File: config.mk
export PLATFORM = sky130hd
export DESIGN_NAME = mic1_microsequencer
export DESIGN_NICKNAME = d
export VERILOG_FILES = /design/src/rtl/mic1_microsequencer.sv
export SDC_FILE = /design/constraint.sdc
export NUM_CORES = 1
export LEC_CHECK = 0
export CORE_MARGIN = 3
export CORE_UTILIZATION = 37
export CTS_BUF_LIST = sky130_fd_sc_hd__clkbuf_16
export CTS_CLUSTER_DIAMETER = 120
export DETAILED_ROUTE_END_ITERATION = 10
export PLACE_DENSITY = 0.91
export SYNTH_ARGS = -nofsm -noshare
export SYNTH_HDL_FRONTEND = slang
export SYNTH_SLANG_ARGS = --single-unit
File: constraint.sdc
create_clock -name clk -period 1.7 [get_ports clk]
set_input_delay 0.34 -clock clk [delete_from_list [all_inputs] [get_ports clk]]
set_output_delay 0.34 -clock clk [all_outputs]
set_load 0.05 [all_outputs]
File: src/rtl/mic1_microsequencer.sv
// MIC-1 microsequencer: owns MPC, fetches microinstructions, computes the
// next address from NEXT_ADDRESS/JAM bits, and arbitrates the store write port.
module mic1_microsequencer #(
    parameter int                ADDR_W    = 9,
    parameter int                WORD_W    = 36,
    parameter logic [ADDR_W-1:0] RESET_MPC = '0
) (
    input  logic              clk,
    input  logic              rst_n,
    input  logic              run_en,
    output logic              cs_ren,
    output logic [ADDR_W-1:0] cs_raddr,
    input  logic [WORD_W-1:0] cs_rdata,
    output logic              cs_wen,
    output logic [ADDR_W-1:0] cs_waddr,
    output logic [WORD_W-1:0] cs_wdata,
    output logic              mir_valid,
    input  logic              exec_done,
    input  logic              alu_n,
    input  logic              alu_z,
    input  logic [7:0]        mbr,
    input  logic              load_req,
    output logic              load_ack,
    input  logic              load_we,
    input  logic [ADDR_W-1:0] load_addr,
    input  logic [WORD_W-1:0] load_data,
    output logic [ADDR_W-1:0] mpc,
    output logic              busy
);

    if (ADDR_W != 9) begin : g_bad_addr_w
        $error("mic1_microsequencer: ADDR_W must be 9");
    end
    if (WORD_W != 36) begin : g_bad_word_w
        $error("mic1_microsequencer: WORD_W must be 36");
    end

    typedef enum logic [1:0] {
        S_IDLE,
        S_FETCH,
        S_EXEC,
        S_LOAD
    } state_t;

    state_t              r_state;
    logic [ADDR_W-1:0]   r_mpc;
    logic                r_cs_ren;
    logic                r_cs_wen;
    logic [ADDR_W-1:0]   r_cs_waddr;
    logic [WORD_W-1:0]   r_cs_wdata;
    logic                r_mir_valid;
    logic                r_load_ack;
    logic                r_busy;

    logic [ADDR_W-1:0]   w_na;
    logic                w_jmpc;
    logic                w_jamn;
    logic                w_jamz;
    logic [ADDR_W-1:0]   w_next;
    logic                w_unused;

    // Microinstruction layout: NA[35:27] JMPC[26] JAMN[25] JAMZ[24]
    assign w_na     = cs_rdata[WORD_W-1 -: ADDR_W];
    assign w_jmpc   = cs_rdata[WORD_W-ADDR_W-1];
    assign w_jamn   = cs_rdata[WORD_W-ADDR_W-2];
    assign w_jamz   = cs_rdata[WORD_W-ADDR_W-3];
    assign w_unused = ^cs_rdata[WORD_W-ADDR_W-4:0];

    assign w_next = {
        w_na[8] | (w_jamz & alu_z) | (w_jamn & alu_n),
        w_jmpc ? (w_na[7:0] | mbr) : w_na[7:0]
    };

    always_ff @(posedge clk or negedge rst_n) begin
        if (!rst_n) begin
            r_state     <= S_IDLE;
            r_mpc       <= RESET_MPC;
            r_cs_ren    <= 1'b0;
            r_cs_wen    <= 1'b0;
            r_cs_waddr  <= '0;
            r_cs_wdata  <= '0;
            r_mir_valid <= 1'b0;
            r_load_ack  <= 1'b0;
            r_busy      <= 1'b0;
        end else begin
            unique case (r_state)
                S_IDLE: begin
                    if (load_req) begin
                        r_state    <= S_LOAD;
                        r_load_ack <= 1'b1;
                    end else if (run_en) begin
                        r_state  <= S_FETCH;
                        r_cs_ren <= 1'b1;
                        r_busy   <= 1'b1;
                    end
                end
                S_FETCH: begin
                    r_state     <= S_EXEC;
                    r_cs_ren    <= 1'b0;
                    r_mir_valid <= 1'b1;
                end
                S_EXEC: begin
                    // The MIR is never aborted; mode changes wait for exec_done
                    if (exec_done) begin
                        r_mpc       <= w_next;
                        r_mir_valid <= 1'b0;
                        if (load_req) begin
                            r_state    <= S_LOAD;
                            r_load_ack <= 1'b1;
                            r_busy     <= 1'b0;
                        end else if (run_en) begin
                            r_state  <= S_FETCH;
                            r_cs_ren <= 1'b1;
                        end else begin
                            r_state <= S_IDLE;
                            r_busy  <= 1'b0;
                        end
                    end
                end
                S_LOAD: begin
                    if (load_req) begin
                        r_cs_wen   <= load_we;
                        r_cs_waddr <= load_addr;
                        r_cs_wdata <= load_data;
                    end else begin
                        r_state    <= S_IDLE;
                        r_mpc      <= RESET_MPC;
                        r_load_ack <= 1'b0;
                        r_cs_wen   <= 1'b0;
                        r_cs_waddr <= '0;
                        r_cs_wdata <= '0;
                    end
                end
                default: r_state <= S_IDLE;
            endcase
        end
    end

    assign cs_ren    = r_cs_ren;
    assign cs_raddr  = r_mpc;
    assign cs_wen    = r_cs_wen;
    assign cs_waddr  = r_cs_waddr;
    assign cs_wdata  = r_cs_wdata;
    assign mir_valid = r_mir_valid;
    assign load_ack  = r_load_ack;
    assign mpc       = r_mpc;
    assign busy      = r_busy;

endmodule

* Word-level counts from Yosys, hierarchy flattened *
Cells that the tools add are included.

operators by class
  bitwise operators = 5
  mux-type cells = 30
  equality and inequality tests = 9
  reductions and logical operators = 12

operators by type and width
  operator                                                          count
  36-bit 2-to-1 mux                                                 1
  9-bit 2-to-1 mux                                                  3
  9-bit case mux with 2 select lines                                1
  1-bit 2-to-1 mux                                                  14
  2-bit 2-to-1 mux                                                  5
  3-bit AND reduction                                               3
  8-bit 2-to-1 mux                                                  1
  2-bit != test (second input constant)                             4
  8-bit bitwise OR                                                  1
  2-bit case mux with 4 select lines                                1
  3-bit != test (second input constant)                             2
  1-bit case mux with 3 select lines                                2
  2-bit nonzero test                                                3
  3-bit nonzero test                                                2
  5-bit AND reduction                                               1
  2-bit == test (second input constant)                             2
  1-bit case mux with 2 select lines                                2
  2-bit AND reduction                                               2
  1-bit AND                                                         2
  2-bit by 1-bit == test with 1-bit output (second input constant)  1
  2-bit zero test                                                   1
  1-bit bitwise OR                                                  2

word-level totals
  word-level logic and storage cells = 65
  output and inout port bits = 68
  input port bits = 97
  register bits after elaboration = 61

* Logic depth before layout (Yosys ltp) *
  depth in word-level cells = 5
  depth in mapped cells = 7
  gate-level depth less buffers = 3

* Worst setup path after synthesis *
OpenSTA, ideal clock, no wires.

  path kind = reg-to-reg
  start point = register r_state[0]
  end point = register r_mpc[0] (netlist: cs_raddr[0])
  stages on the path, launching flop included = 5
  arrival time = 1157 ps
  library setup time = 125 ps
  required time = 1575 ps
  buffers on the path = 1
  period minus slack after synthesis = 1282 ps
  slack = 418 ps
  path through = dfrtp_1 > buf_6 > nor2b_4 > o21ai_4 > mux2_2

on the way
  longest elaborated chain between the ends = 3
  elaborated cells between the ends (all ways) = 7
  those cells by class = eq/ne (4); mux (1); reduce/logical (2)

ends and longest elaborated chain
  what                                                                  RTL line  text
  start: declaration                                                    45        state_t r_state;
  start signal: assignment                                              76        r_state <= S_IDLE;
  start signal: assignment                                              89        r_state <= S_LOAD;
  start signal: assignment                                              92        r_state <= S_FETCH;
  2-bit == test                                                         86        unique case (r_state)
  2-bit != test (no line) / 2-bit nonzero test (equally long branches)  n/a
  3-bit AND reduction (no line)                                         n/a
  end signal: assignment                                                105       r_mpc <= w_next;
  end: declaration                                                      46        logic [ADDR_W-1:0] r_mpc;

Several ways; a longest one is shown, not always the timed one.
A chain may end at the register's enable or synchronous reset.

* Worst setup path in the final report *
  start point = register r_state[1]
  end point = register r_mpc[5] (netlist: cs_raddr[5])

The elaborated chain is that of the path after synthesis.

==> run metrics <==
die area between 8000 and 9000 sq um; worst slew pin tran ~0.33 ns; total of buffers placed on input and output ports 140; class of the most critical hold timing path in2async; critical path startpoint category flip-flop; run status finished, final reports clean; cell with the most instances after synthesis sky130_fd_sc_hd__nand2_1; Crit Path Category reg2reg; pin count of the biggest net entering global routing just over 60; # resized after CTS 0; total length of routed wires 6962 microns; data arrival time at the worst-slack endpoint between 1.5 and 2 ns; Setup TNS Final 0 ns; RSZ-0062 raised after global routing false; area of the core 6568 sq um; htree depth 3; total overflow reported by the global router 0; floorplan die height approximately 90 microns; number of max-cap violations 0; Chip Width 89.85 microns; Worst Clk Skew ~0.0072 ns; flip-flop and latch count after synthesis 61; non-filler cells in the finished layout ~500; drt first-iter violations between 70 and 80; Ports between 150 and 200; peak supply drop between 0.0008 and 0.0009 V; TritonCTS clock tree yes; clock tree buffer depth 2; Area growth, synth to finish 58.49%; Avg Cell Area, Syn 9.459 sq um; leading post-synthesis cells by cell area sky130_fd_sc_hd__dfrtp_1 (59%), sky130_fd_sc_hd__nand2_1 (14%), sky130_fd_sc_hd__nand3_1 (8.9%), sky130_fd_sc_hd__buf_4 (2.9%), sky130_fd_sc_hd__a21oi_1 (2.7%); nature of the critical path endpoint flip-flop; 1st-pass router iterations 4; Placed Cells 487; required time of the worst setup path about 1.9 ns; leading register cell type out of synthesis sky130_fd_sc_hd__dfrtp_1; Final min period between 1 and 1.5 ns; cell count after synthesis around 280; critical-path maximum fanout 26; Leak 2.094 nW; placement row count 29; sequential cell area fraction in the yosys report 58.68%; Post-DRT Antenna Nets 0; detail-routed via count per cell 4.690; Final GP Congestion a little over 0.7; via count of the first global-routing pass 2,418; Initial Util 39.61%; number of distinct library cell variants in the gate-level netlist after synthesis 26; Clock Latency Late Sink ~0.31 ns; Rel. slew slack about four fifths; clock sink count 61; hold violation total from the final report 0; number of max-slew violations in the final report 0; DPL Wire Length approximately 5100 microns; cts hold-fix bufs 0; Fill cells 567; most instantiated cells after synthesis sky130_fd_sc_hd__nand2_1 (94), sky130_fd_sc_hd__dfrtp_1 (61), sky130_fd_sc_hd__nand3_1 (46); post-synth design cell area between 2000 and 3000 sq um; total routing usage reported by global routing between 15 and 20%; Num CTS Buffers 9; DRC errors left 0; final-stage net count around 500; ys async rst share between 90% and 100%; WL/cell roughly 14 microns; number of nets produced by synthesis 372; setup bufs post-CTS 0; period utilization 82.99%; cell accounting for the most synthesized area sky130_fd_sc_hd__dfrtp_1; clock transition at the registers of the reported paths 0.05 ns; ratio of cells with drive above 1 in the final layout 23.66%; number of setup violations in the final report 0; cell at the root of the clock tree sky130_fd_sc_hd__clkbuf_16; proportion of netlist area held by the largest area contributor between 50% and 60%; Pwr per Cell Area between 1500 and 2000 nW/um^2; number of antenna cells inserted 0; DR vias around 2,400; final core occ between 60% and 70%; wire length of the first global-routing pass between 10,000 and 15,000 microns; total number of yosys warnings 0; Max Clk Rate 708.8 MHz; antenna violations before repair 0; number of flops mapped to enable cells by yosys 0
[state kept, by name, indices dropped and copies added (netlist names)]
register / cells
busy: 1
cs_raddr: 9
cs_ren: 1
cs_waddr: 9
cs_wdata: 36
cs_wen: 1
load_ack: 1
mir_valid: 1
r_state: 2
[worst max-delay path: stages, from the launching register on]
cell and delay [ns]:
sky130_fd_sc_hd__dfrtp_1 0.53, sky130_fd_sc_hd__and2_4 0.40, sky130_fd_sc_hd__nor2_1 0.09, sky130_fd_sc_hd__mux2_2 0.26
[per-layer routing]
layer / wire, microns / vias to the layer above / global-route usage, %
met5: 0 / - / 0
met4: 96 / 0 / 5.109
met3: 671 / 10 / 6.845
met2: 3430 / 99 / 30.01
met1: 2764 / 1100 / 20.58
li1: - / 1150 / -
[power breakdown]
group	switching (mW)	internal, mW
Clock	0.594	1.11
Combinational	2.40	1.03
Sequential	0.272	1.87
[cell usage in the layout (no fill, tap or decap), types with 2 or more instances in the layout]
cell type | netlist | layout
sky130_fd_sc_hd__a21oi_1 | 14 | 14
sky130_fd_sc_hd__buf_12 | 0 | 3
sky130_fd_sc_hd__buf_2 | 8 | 2
sky130_fd_sc_hd__buf_4 | 10 | 72
sky130_fd_sc_hd__clkbuf_16 | 0 | 9
sky130_fd_sc_hd__clkdlybuf4s50_1 | 0 | 70
sky130_fd_sc_hd__clkinv_2 | 0 | 2
sky130_fd_sc_hd__dfrtp_1 | 61 | 61
sky130_fd_sc_hd__inv_1 | 2 | 4
sky130_fd_sc_hd__mux2_2 | 3 | 3
sky130_fd_sc_hd__nand2_1 | 94 | 94
sky130_fd_sc_hd__nand3_1 | 46 | 46
sky130_fd_sc_hd__nor2_1 | 8 | 8
sky130_fd_sc_hd__o2bb2ai_1 | 6 | 6
[per-stage QoR]
stage	total power, mW	area [sq um]	hold WS, ns	worst slack (ns)
final	7.276	4123	0.02877	0.2892
after CTS	7.362	4123	0.04823	0.2809
after global placement	5.561	3839	0.3715	0.07499
after detailed placement	5.636	3839	0.3829	0.05517
after floorplan	4.556	2601	0.04441	0.4180
after global routing	7.629	4123	0.05467	0.1708
[final cells by class]
cell class | instances | area [sq um] | share of cell area [%]
Clock buffer | 9 | 225.2 | 5.463
Clock inverter | 7 | 58.81 | 1.426
Inverter | 2 | 7.507 | 0.1821
Multi-Input combinational cell | 184 | 877.1 | 21.27
Sequential cell | 61 | 1526 | 37.03
Tap cell | 93 | 116.4 | 2.822
Timing Repair Buffer | 147 | 1311 | 31.81
[cell families after synthesis]
kind of cell	share of synthesized area [%]
flops	58.68
buf+inv	7.599
compound gates	6.157
mux	1.299
simple gates	26.26
[worst paths after layout]
path | startpoint | end | slack (ns) | cells after the start
max | r_state[1] | cs_raddr[5] | 0.29 | 3
min | rst_n | cs_waddr[5] | 0.03 | 2
max reg2reg | r_state[1] | cs_raddr[5] | 0.29 | 3
min reg2reg | cs_waddr[1] | cs_waddr[1] | 0.46 | 2
max in group asynchronous | rst_n | cs_wdata[13] | 1.39 | 2
min in group clk | cs_waddr[1] | cs_waddr[1] | 0.46 | 2
No activity file was read; power rests on OpenSTA's default activity.
